$ cat src/rtl/fp_mult_seq.sv
// fp_mult_seq: multi-cycle floating-point multiplier.
// One shared shift-and-add mantissa datapath handles one multiplier bit per
// cycle under FSM control. Special-case detection, exponent arithmetic,
// normalisation and status flags are built around it. Operands arrive over
// a valid/ready handshake and results leave over a second one.
// Optional feature macro: FP_MULT_SEQ_ROUND_EN selects round-to-nearest-even
// in NORM. When it is undefined, NORM truncates the mantissa.
module fp_mult_seq #(
  parameter int E    = 8,
  parameter int M    = 23,
  parameter int BITS = 1 + E + M,
  parameter int EB   = 2**(E-1) - 1
) (
  input  logic            clk,
  input  logic            reset_n,
  input  logic            in_valid,
  output logic            in_ready,
  input  logic [BITS-1:0] X,
  input  logic [BITS-1:0] Y,
  output logic            out_valid,
  input  logic            out_ready,
  output logic [BITS-1:0] result,
  output logic            zero,
  output logic            underflow,
  output logic            overflow,
  output logic            nan
);

  localparam int W  = 2*M + 2;       // full product width
  localparam int CW = $clog2(M + 2); // counter must hold M+1
  localparam int XW = E + 2;         // signed working exponent width

  localparam logic signed [XW-1:0] EXP_BIAS = XW'(EB);
  localparam logic signed [XW-1:0] EXP_ONE  = XW'(1);
  localparam logic signed [XW-1:0] EXP_ZERO = XW'(0);
  localparam logic signed [XW-1:0] EXP_MAX  = XW'(2**E - 1);

  typedef enum logic [2:0] {
    S_IDLE,
    S_CHECK,
    S_MULT,
    S_NORM,
    S_DONE
  } state_t;

  state_t                r_state;
  logic [BITS-1:0]       r_x;
  logic [BITS-1:0]       r_y;
  logic                  r_sign;
  logic signed [XW-1:0]  r_exp;
  logic [W-1:0]          r_acc;
  logic [W-1:0]          r_mcand;
  logic [M:0]            r_mplier;
  logic [CW-1:0]         r_cnt;
  logic                  r_in_ready;
  logic                  r_out_valid;
  logic [BITS-1:0]       r_result;
  logic                  r_zero;
  logic                  r_underflow;
  logic                  r_overflow;
  logic                  r_nan;

  // Operand field decode from the captured operands
  logic                  w_sign;
  logic [E-1:0]          w_xe;
  logic [E-1:0]          w_ye;
  logic [M-1:0]          w_xm;
  logic [M-1:0]          w_ym;
  logic                  w_any_inf;
  logic                  w_any_zero;
  logic signed [XW-1:0]  w_exp_sum;

  assign w_sign     = r_x[BITS-1] ^ r_y[BITS-1];
  assign w_xe       = r_x[BITS-2:M];
  assign w_ye       = r_y[BITS-2:M];
  assign w_xm       = r_x[M-1:0];
  assign w_ym       = r_y[M-1:0];
  assign w_any_inf  = (&w_xe) | (&w_ye);
  assign w_any_zero = ~(|w_xe) | ~(|w_ye);
  assign w_exp_sum  = $signed({2'b00, w_xe}) + $signed({2'b00, w_ye}) - EXP_BIAS;

  // One shift-and-add step: add the multiplicand when the multiplier LSB is set
  logic [W-1:0] w_acc_add;
  assign w_acc_add = r_mplier[0] ? (r_acc + r_mcand) : r_acc;

  // Normalisation: the product of two [1,2) mantissas lies in [1,4)
  logic                  w_top;
  logic [M-1:0]          w_mant_t;
  logic signed [XW-1:0]  w_exp_t;
  logic [M-1:0]          w_mant_n;
  logic signed [XW-1:0]  w_exp_n;

  assign w_top    = r_acc[2*M+1];
  assign w_mant_t = w_top ? r_acc[2*M:M+1] : r_acc[2*M-1:M];
  assign w_exp_t  = w_top ? (r_exp + EXP_ONE) : r_exp;

`ifdef FP_MULT_SEQ_ROUND_EN
  // Round to nearest, ties to even. The guard is the first dropped bit and
  // sticky is the OR of everything below the guard.
  logic         w_guard;
  logic         w_sticky;
  logic         w_round_up;
  logic [M:0]   w_mant_inc;

  assign w_guard    = w_top ? r_acc[M] : r_acc[M-1];
  assign w_sticky   = w_top ? (|r_acc[M-1:0]) : (|r_acc[M-2:0]);
  assign w_round_up = w_guard & (w_sticky | w_mant_t[0]);
  assign w_mant_inc = {1'b0, w_mant_t} + {{M{1'b0}}, w_round_up};
  // On carry-out the low bits are already zero (all-ones plus one)
  assign w_mant_n   = w_mant_inc[M-1:0];
  assign w_exp_n    = w_mant_inc[M] ? (w_exp_t + EXP_ONE) : w_exp_t;
`else
  // Truncation drops the low product bits entirely
  logic w_unused_tail;
  assign w_unused_tail = ^r_acc[M-1:0];
  assign w_mant_n      = w_mant_t;
  assign w_exp_n       = w_exp_t;
`endif

  // Controller FSM with datapath registers and registered handshake/outputs
  always_ff @(posedge clk or negedge reset_n) begin
    if (!reset_n) begin
      r_state     <= S_IDLE;
      r_x         <= '0;
      r_y         <= '0;
      r_sign      <= 1'b0;
      r_exp       <= '0;
      r_acc       <= '0;
      r_mcand     <= '0;
      r_mplier    <= '0;
      r_cnt       <= '0;
      r_in_ready  <= 1'b1;
      r_out_valid <= 1'b0;
      r_result    <= '0;
      r_zero      <= 1'b0;
      r_underflow <= 1'b0;
      r_overflow  <= 1'b0;
      r_nan       <= 1'b0;
    end else begin
      case (r_state)
        S_IDLE: begin
          if (in_valid && r_in_ready) begin
            r_x        <= X;
            r_y        <= Y;
            r_in_ready <= 1'b0;
            r_state    <= S_CHECK;
          end
        end
        S_CHECK: begin
          r_sign <= w_sign;
          if (w_any_inf) begin
            r_result    <= {w_sign, {E{1'b1}}, 1'b1, {(M-1){1'b0}}};
            r_nan       <= 1'b1;
            r_out_valid <= 1'b1;
            r_state     <= S_DONE;
          end else if (w_any_zero) begin
            // Denormal operands are flushed to zero
            r_result    <= {w_sign, {(BITS-1){1'b0}}};
            r_zero      <= 1'b1;
            r_out_valid <= 1'b1;
            r_state     <= S_DONE;
          end else begin
            r_mcand  <= {{(M+1){1'b0}}, 1'b1, w_xm};
            r_mplier <= {1'b1, w_ym};
            r_acc    <= '0;
            r_cnt    <= CW'(M + 1);
            r_exp    <= w_exp_sum;
            r_state  <= S_MULT;
          end
        end
        S_MULT: begin
          r_acc    <= w_acc_add;
          r_mcand  <= r_mcand << 1;
          r_mplier <= r_mplier >> 1;
          r_cnt    <= r_cnt - CW'(1);
          if (r_cnt == CW'(1)) begin
            r_state <= S_NORM;
          end
        end
        S_NORM: begin
          if (w_exp_n >= EXP_MAX) begin
            r_result   <= {r_sign, {E{1'b1}}, {M{1'b0}}};
            r_overflow <= 1'b1;
          end else if (w_exp_n <= EXP_ZERO) begin
            r_result    <= {r_sign, {(BITS-1){1'b0}}};
            r_underflow <= 1'b1;
            r_zero      <= 1'b1;
          end else begin
            r_result <= {r_sign, w_exp_n[E-1:0], w_mant_n};
          end
          r_out_valid <= 1'b1;
          r_state     <= S_DONE;
        end
        S_DONE: begin
          // Result and flags hold until the consumer takes them
          if (out_ready) begin
            r_out_valid <= 1'b0;
            r_zero      <= 1'b0;
            r_underflow <= 1'b0;
            r_overflow  <= 1'b0;
            r_nan       <= 1'b0;
            r_in_ready  <= 1'b1;
            r_state     <= S_IDLE;
          end
        end
        default: begin
          r_state     <= S_IDLE;
          r_in_ready  <= 1'b1;
          r_out_valid <= 1'b0;
        end
      endcase
    end
  end

  assign in_ready  = r_in_ready;
  assign out_valid = r_out_valid;
  assign result    = r_result;
  assign zero      = r_zero;
  assign underflow = r_underflow;
  assign overflow  = r_overflow;
  assign nan       = r_nan;

endmodule
$ cat config.mk
export PLATFORM = sky130hd
export DESIGN_NAME = fp_mult_seq
export DESIGN_NICKNAME = d
export VERILOG_FILES = /design/src/rtl/fp_mult_seq.sv
export SDC_FILE = /design/constraint.sdc
export NUM_CORES = 1
export LEC_CHECK = 0
export CORE_ASPECT_RATIO = 1.25
export CORE_MARGIN = 3
export CORE_UTILIZATION = 59
export CTS_CLUSTER_DIAMETER = 40
export CTS_CLUSTER_SIZE = 10
export DETAILED_ROUTE_END_ITERATION = 8
export GPL_TIMING_DRIVEN = 0
export HOLD_SLACK_MARGIN = 0.05
export MAX_ROUTING_LAYER = met4
export PLACE_DENSITY = 0.93
export SYNTH_ARGS = -nofsm -noshare
export SYNTH_HDL_FRONTEND = slang
export SYNTH_SLANG_ARGS = --single-unit
$ cat constraint.sdc
create_clock -name clk -period 3.55 [get_ports clk]
set_clock_uncertainty 0.15 [all_clocks]
set_input_delay 0.71 -clock clk [delete_from_list [all_inputs] [get_ports clk]]
set_output_delay 0.71 -clock clk [all_outputs]
set_load 0.02 [all_outputs]
==> results.toml, run 1 <==
[timing]
drv_slew = 0
worst_slew_pin_slew_ns = 0.862
min_period_over_period = 0.902
setup_viol = 0
hold_slack_ns = 0.330
rsz0062_at_grt = "false"
max-slew-margin-rel = 0.426
layout_min_cycle_time_ns = 3.20
hold_viol = 0
clock.fmax_ghz = 0.312
fin_ws_ns = 0.349

[yosys]
synthesis.nets = 1535
synth_edf_count = 0
synth.cell_area_um2 = 13400
synth-seq-cells = 241
yosys.cell_types.count = 79
synth.avg_cell_area_um2 = 9.60
async_flop_share = 1.00
ys_seq_area_frac = 0.449
synthFlopType = "dfrtp_1"
syn_inst = 1400
ys_warn_count = 0

[clock_network]
cts_buffers = 35
clock_sinks = 241
cts.path.max_buffers = 3
insertion_delay_ns = 0.51
clk_pin_slew_ns = 0.06
tritoncts = "built"
h-tree-depth = 2
cts_root_buf = "clkbuf_16"

[place]
hpwl_mm = 25.5
place_ws_ns = 0.274
dp_cells = 1790
io_buffers = 105
place_congestion = 0.975

[final_layout]
seqCellArea_um2 = 6030
drive_gt1_frac = 0.114
nNetsFinal = 1680
nFillCells = 1550
layout.cells.non_filler = 1846
layout_common_cells = "dfrtp_1, nand2_1, nor2_1"
area_growth_pct = 19.0
multi_input_area_um2 = 6930
diodes = 0
final_common_cell = "dfrtp_1"

[outcome]
outcome = "finished, final reports clean"

[worst_setup_path]
crit_slowest_cell = "dfrtp_1"
worstPathCellList = "ha_1, inv_1, fa_1, nand2b_1, a21oi_1, o211ai_2, a21oi_1, a211o_1, nand3_1, and3_1, o31ai_1"
reg2reg_depth = 11
r2r_start = "r_mcand[0]"
setup.worst_path.class = "reg -> reg"
crit_required_ns = 3.79
worst_path_largest_cell_delay_ns = 0.41
start_kind = "register"
crit_start = "r_mcand[0]"
path_common_cell = "a21oi_1"
cp-end-kind = "register"
crit_fanout = 3
worstPathArrival_ns = 3.44

[global_route]
grt_max_degree = 107
antenna_found_initial = 0
grt_most_used_layer = "met2"
grt_overflow = 0
grt_use_met2 = 0.523
grt_usage = 0.295
grt_pass1_wl_mm = 58.2
grtUsageMet1 = 0.333
gr-usage-met3 = 0.0438
grt_pass1_vias = 11900

[floorplan]
rows = 61
start_util = 0.603
core_area_um2 = 22300
die_w_um = 141
dieArea_um2 = 24600
io_pins = 106
die_h_um = 175

[routing]
viasPerCell = 6.23
drtIter0Drc = 689
drt-wirelength-per-cell_um = 19.3
ant_nets = 0
wl_mm = 35.7
via_count = 11500
firstDrtPassIters = 6
drcViolationCount = 0

[flow_run]
drv_cap = 0

[power_and_ir_drop]
power_density_nw_per_um2 = 929
vdd_drop_max_mv = 0.628
leakage_nw = 7.05

[worst_hold_path]
worstHoldStart = "result[10]"
hold_class = "reg -> reg"
whs_path_depth = 2
[worst paths after layout]
check                               to  slack [ns]
max in group asynchronous      r_x[25]        1.74
min in group asynchronous  r_mcand[29]        0.61
max                          r_acc[46]        0.35
min                         result[10]        0.33
max reg2reg                  r_acc[46]        0.35
min reg2reg                 result[10]        0.33
[where the power goes]
group          switching [mW]  leakage (nW)  internal, mW
clock                    1.25         0.534          2.01
combinational            4.13          3.45          2.72
sequential              0.896          3.06          3.86
[flip-flops by register name, indices dropped and copies added, names as in the netlist]
register   flops
r_mplier      24
r_state        3
r_exp         10
r_acc         48
zero           1
nan            1
in_ready       1
underflow      1
r_cnt          5
r_mcand       48
r_x           32
overflow       1
out_valid      1
r_y           32
r_sign         1
result        32
[cells in the mapped netlist, types with 26 or more instances]
| cell type | n | share of area |
|---|---|---|
| a31oi_1 | 50 | 0.023 |
| mux2_2 | 63 | 0.053 |
| a21oi_1 | 62 | 0.023 |
| o21ai_0 | 54 | 0.020 |
| clkbuf_1 | 50 | 0.014 |
| buf_2 | 27 | 0.010 |
| nand2_1 | 217 | 0.061 |
| xnor2_1 | 30 | 0.020 |
| xor2_1 | 26 | 0.017 |
| dfrtp_1 | 240 | 0.45 |
| ha_1 | 65 | 0.061 |
| nor2_1 | 110 | 0.031 |
| inv_1 | 34 | 0.0095 |
| a22o_1 | 27 | 0.018 |
| o21ai_1 | 39 | 0.015 |
| nand3_1 | 34 | 0.013 |
| a21o_1 | 30 | 0.017 |
[layer usage]
layer  vias to the layer above  share of wire
met5                         -              0
met4                         0          0.042
met3                       126          0.045
met2                       394           0.52
met1                      5668           0.39
li1                       5309              -
[cells by family after synthesis]
kind of cell / count (synthesis) / synth area share
XOR/XNOR: 56 / 0.0365
adder cells (fa/ha/maj): 67 / 0.0635
AO/OA/AOI/OAI: 379 / 0.195
flip-flops: 241 / 0.449
buffers and inverters: 116 / 0.0351
multiplexers: 88 / 0.0714
AND/OR/NAND/NOR: 453 / 0.150
[area by class of cell]
| class | count | share of cell area |
|---|---|---|
| multi-input combinational | 1043 | 0.433 |
| sequential | 241 | 0.377 |
| timing repair buffer | 108 | 0.0701 |
| clock buffer | 45 | 0.0609 |
| tap | 283 | 0.0221 |
| buffer | 80 | 0.0210 |
| inverter | 36 | 0.00845 |
| clock inverter | 10 | 0.00681 |
[timing repair]
action | CTS | global route
hold buffers | 1 | 0
setup buffers | 0 | 0
hold endpoints to repair | 66 | 0
gates resized for setup | 0 | 0
[worst max-delay path: cells and delay by family, from the launching register on]
kind | cells | cell delay (ns)
flip-flops | 1 | 0.41
buffers and inverters | 1 | 0.06
AO/OA/AOI/OAI | 5 | 1.27
adder cells (fa/ha/maj) | 2 | 0.62
AND/OR/NAND/NOR | 3 | 0.56
[per-stage QoR]
stage	setup TNS [ns]	util	area, um2	power (mW)
2_1_floorplan	0	-	13400	9.42
3_3_place_gp	-1976.95	0.666	14800	10.9
3_5_place_dp	0	0.669	14900	11.3
4_1_cts	0	0.718	16000	14.8
5_1_grt	0	0.718	16000	15.8
6_report	0	0.718	16000	14.9
No activity file was read; power rests on OpenSTA's default activity.
==> inputs of run 2 (changes only) <==
GPL_TIMING_DRIVEN = unset   (was 0)
==> run 2 against run 1 <==
Final area decreased by 1.0%. Non-clock buffer count decreased by 68. Sequential cell count did not move. Fmax rose by 9.0%.
==> results.toml, run 2 (synthesized netlist as in run 1, its figures left out) <==
[outcome]
outcome = "finished, final reports clean"

[clock_network]
clock_sinks = 241
tritoncts = "built"
cts_hold_buffers = 0
cts_root_buf = "clkbuf_16"
h-tree-depth = 2
post_cts_buffers = 0
cts.path.max_buffers = 3
clk_pin_slew_ns = 0.05
insertion_delay_ns = 0.51
cts_buffers = 36
post_cts_resize_count = 0

[global_route]
grt_pass1_wl_mm = 56.3
grt_pass1_vias = 11500
antenna_found_initial = 0
grt_usage = 0.285
grt_overflow = 0
grt_max_degree = 92

[worst_setup_path]
worst_path_largest_cell_delay_ns = 0.39
worstPathArrival_ns = 3.16
r2r-end = "r_acc[42]"
setup.worst_path.class = "reg -> reg"
crit_slowest_cell = "fa_1"
crit_buf_inv = 1
start_kind = "register"
reg2reg_depth = 11
crit_required_ns = 3.77
r2r_start = "r_mcand[0]"
r2r_setup_slack_ns = 0.61
crit_fanout = 3
worstPathCellList = "ha_1, inv_1, fa_1, nand2b_1, a21oi_1, o211ai_2, a21oi_2, nor4_4, o311ai_2, xnor2_1, o21ai_1"
cp-end-kind = "register"
crit_family = "compound AO/OA/AOI/OAI gates"

[timing]
hold_slack_ns = 0.0794
max-slew-margin-rel = 0.413
layout_min_cycle_time_ns = 2.94
rsz0062_at_grt = "false"
setup_viol = 0
hold_viol = 0
finalSetupTns_ns = 0
drv_slew = 0
worst_slew_pin_slew_ns = 0.878
min_period_over_period = 0.827
clock.fmax_ghz = 0.340

[floorplan]
die_h_um = 175
die_w_um = 141
io_pins = 106
core_area_um2 = 22300
rows = 61
dieArea_um2 = 24600
start_util = 0.603

[place]
place_congestion = 0.931
io_buffers = 105
hpwl_mm = 23.2

[final_layout]
layout_common_cells = "dfrtp_1, nand2_1, nor2_1"
diodes = 0
area_growth_pct = 17.8
nFillCells = 1545
final_common_cell = "dfrtp_1"
nNetsFinal = 1613
drive_gt1_frac = 0.111
reg_top3 = "r_acc (48), r_mcand (48)"

[routing]
via_count = 11300
firstDrtPassIters = 6
wl_mm = 33.8
drcViolationCount = 0
viasPerCell = 6.33
ant_nets = 0
drt-wirelength-per-cell_um = 19.0
drtIter0Drc = 849

[power_and_ir_drop]
vdd_drop_max_mv = 0.538
leakage_nw = 6.96
power_density_nw_per_um2 = 937

[worst_hold_path]
hold_class = "in -> async"

[flow_run]
drv_cap = 0
## run 2: cell count changes in the layout (fill, tap and decap cells not counted), moves of 2 or more
cell,delta
buf_12,+5
buf_16,-2
buf_2,-27
buf_4,+10
clkbuf_1,-50
clkbuf_2,-2
clkinv_2,-2
## run 2: how the worst max path moves through the flow
stage                     from   endpoint  slack (ns)  cells after the start
finish              r_mcand[0]  r_acc[42]        0.61                     11
global route        r_mcand[0]  r_acc[24]        0.41                     11
CTS                 r_mcand[0]  r_acc[42]        0.63                     11
detailed placement   r_acc[26]  r_acc[47]        0.66                      9
global placement     r_acc[26]  r_acc[47]        0.73                      9
floorplan             r_acc[6]  r_acc[45]        0.94                      9
## run 2: cell type report
class | instances | area (um2) | area share
inverters | 36 | 135 | 0.00854
well taps | 283 | 354 | 0.0224
repair buffers | 120 | 1230 | 0.0778
clock buffers | 46 | 988 | 0.0624
clock inverters | 11 | 145 | 0.00917
multi-input cells | 1043 | 6950 | 0.439
flip-flops and latches | 241 | 6030 | 0.381
## run 2: per-layer routing
metal	vias to the layer above	wire, um	GRT usage
li1	5195	-	-
met1	5525	13300	0.338
met2	445	17600	0.485
met3	105	1740	0.0416
met4	0	1210	0.120
met5	-	0	-
## run 2: where the power goes
group          switching (mW)  internal, mW
Clock                    1.26          2.11
Sequential              0.917          3.86
Combinational            3.98          2.70
## run 2: stage by stage
stage / instances / instance area, um2 / setup WS [ns] / utilization / power (mW)
6_report: 1780 / 15800 / 0.613 / 0.710 / 14.8
5_1_grt: 1780 / 15800 / 0.408 / 0.710 / 15.8
4_1_cts: 1780 / 15800 / 0.634 / 0.710 / 14.8
3_5_place_dp: 1723 / 14700 / 0.657 / 0.659 / 11.2
3_3_place_gp: 1723 / 14700 / 0.727 / 0.659 / 10.9
2_1_floorplan: 1400 / 13400 / 0.936 / - / 9.42
## run 2: worst register-to-register path, cell delays in order, from the launching register on
cell and delay (ns):
dfrtp_1 0.37, ha_1 0.22, inv_1 0.07, fa_1 0.39, nand2b_1 0.18, a21oi_1 0.27, o211ai_2 0.19, a21oi_2 0.25
nor4_4 0.09, o311ai_2 0.39, xnor2_1 0.16, o21ai_1 0.07
==> inputs of run 3 (changes only) <==
CORE_UTILIZATION = 53   (was 59)
PLACE_DENSITY = 0.88   (was 0.93)
clock period = 2.7 ns   (was 3.55 ns; I/O delays follow)
==> run 3 against run 2 <==
Sequential share of layout area decreased by 3.3 points. The flow now finishes with violations (negative setup slack). Critical path depth unchanged. Wire length increased by 8.6%. Clock power increased by 33%. Final area increased by 9.5%. Sequential cell count unchanged. Largest cell class unchanged. Total power increased by 49%. Worst hold slack improved by 0.25 ns. Die area increased by 11%. Combinational power increased by 68%.
==> results.toml, run 3 (synthesized netlist as in run 1, its figures left out) <==
[routing]
top_layer = "met4"
drcViolationCount = 0
viasPerCell = 6.10
via_count = 11800
wl_met1_mm = 14.5
dr_wl_met3_mm = 1.77
firstDrtPassIters = 6
met2_length_mm = 19.2
ant_nets = 0
drt-wirelength-per-cell_um = 19.1
drtIter0Drc = 1013
wl_mm = 36.7

[clock_network]
cts_buffers = 38
h-tree-depth = 2
clk_pin_slew_ns = 0.05
cts_root_buf = "clkbuf_16"
clock_sinks = 241
tritoncts = "built"
insertion_delay_ns = 0.52
cts.path.max_buffers = 3

[worst_setup_path]
crit_slowest_cell = "dfrtp_1"
cp-end-kind = "register"
cp.depth = 11
worstPathArrival_ns = 3.10
reg2reg_depth = 11
crit_buf_inv = 2
setup.worst_path.class = "reg -> reg"
crit_family = "compound AO/OA/AOI/OAI gates"
start_kind = "register"
worstPathCellList = "ha_4, buf_4, nand4_1, o21bai_1, o211ai_1, o32ai_2, nor4_4, buf_4, o41ai_4, xnor2_1, o21ai_1"
path_common_cell = "buf_4"
crit_required_ns = 2.94
crit_fanout = 5
worst_path_largest_cell_delay_ns = 0.45

[timing]
hold_viol = 0
worst_slew_pin_slew_ns = 0.520
clock.fmax_ghz = 0.349
setup_viol = 11
drv_slew = 0
min_period_over_period = 1.06
finalSetupTns_ns = -0.629
hold_slack_ns = 0.332
layout_min_cycle_time_ns = 2.86
rsz0062_at_grt = "true"
fin_ws_ns = -0.161
max-slew-margin-rel = 0.653

[worst_hold_path]
hold_class = "reg -> reg"
whs_path_depth = 2

[place]
hpwl_mm = 24.3
io_buffers = 105
place_ws_ns = -0.102
place_congestion = 0.931

[power_and_ir_drop]
power_frac_comb = 0.508
intPower_mw = 13.0
p_total_mw = 22.1
p_clk_frac = 0.205
p_sw_frac = 0.412
vdd_drop_max_mv = 0.687
power_density_nw_per_um2 = 1270
seqPwrFrac = 0.287
switchingPower_mw = 9.09
leakage_nw = 7.56

[final_layout]
multi_input_area_um2 = 7550
seqCellArea_um2 = 6030
final_common_cell = "dfrtp_1"
layout_common_cells = "dfrtp_1, nand2_1, nor2_1"
reg_top3 = "r_acc (48), r_mcand (48)"
nFillCells = 1645
nNetsFinal = 1714
drive_gt1_frac = 0.217
diodes = 0
area_growth_pct = 29.0
final_util = 0.700

[floorplan]
start_util = 0.543
io_pins = 106
die_w_um = 148
core_area_um2 = 24700
dieArea_um2 = 27300
die_h_um = 184
rows = 64

[global_route]
grt_max_degree = 70
grt_overflow = 0
antenna_found_initial = 0
grt_pass1_wl_mm = 57.8
grt_pass1_vias = 11900
grt_usage = 0.262

[outcome]
failed_checks = "negative setup slack"
outcome = "complete, but fails checks"

[flow_run]
drv_cap = 0
## run 3: cell types whose count changed in the layout (fill, tap and decap cells not counted), moves of 4 or more
cell,before,now
a21oi_1,62,47
a21oi_2,6,20
buf_4,10,98
buf_6,0,7
clkbuf_8,5,0
ha_1,65,39
ha_2,0,8
ha_4,0,18
o21ai_0,54,49
o31ai_1,13,9
## run 3: timing repair
action,4_1_cts,5_1_grt
resized for setup,30,93
cloned,0,0
hold buffers,1,0
pin swaps,8,43
setup endpoints to repair,16,57
setup buffers,7,14
endpoints found under the hold margin,57,0
## run 3: final cells by class
cell class | count | area share
sequential | 241 | 0.348
clock buffer | 41 | 0.0555
multi-input combinational | 1043 | 0.436
clock inverter | 18 | 0.0113
tap | 330 | 0.0238
inverter | 36 | 0.00780
timing repair buffer | 219 | 0.118
## run 3: stage by stage
stage | cells | area (um2)
6_report | 1928 | 17300
5_1_grt | 1928 | 17300
4_1_cts | 1915 | 16700
3_5_place_dp | 1848 | 15400
3_3_place_gp | 1848 | 15400
2_1_floorplan | 1400 | 13400
## run 3: worst register-to-register path: cells and delay by family (launching register included)
| family | cells | cell delay [ns] |
|---|---|---|
| AOI/OAI and AO/OA | 5 | 1.15 |
| xor gates and xnor gates | 1 | 0.15 |
| adders and majority gates | 1 | 0.34 |
| buffers and inverters | 2 | 0.29 |
| DFF | 1 | 0.45 |
| and+or+nand+nor | 2 | 0.20 |
## run 3: worst paths after layout
check,end,slack [ns],from
min,result[9],0.33,result[9]
min in group asynchronous,r_y[31],0.41,reset_n
max in group asynchronous,r_mcand[17],1.27,reset_n
min reg2reg,result[9],0.33,result[9]
max reg2reg,r_acc[40],-0.16,r_mcand[22]
max,r_acc[40],-0.16,r_mcand[22]
## run 3: power by group through the flow
| stage | Combinational, mW | Sequential (mW) | Clock [mW] |
|---|---|---|---|
| 2_1_floorplan | 6.38 | 6.00 | 0 |
| 3_3_place_gp | 9.02 | 6.11 | 0 |
| 3_5_place_dp | 9.39 | 6.20 | 0 |
| 4_1_cts | 9.71 | 6.17 | 4.56 |
| 5_1_grt | 12.2 | 6.49 | 4.74 |
| 6_report | 11.2 | 6.34 | 4.51 |
## run 3: per-layer routing
layer / track usage / vias up
met5: - / -
met4: 0.100 / 0
met3: 0.0372 / 122
met2: 0.460 / 450
met1: 0.304 / 5801
li1: - / 5382
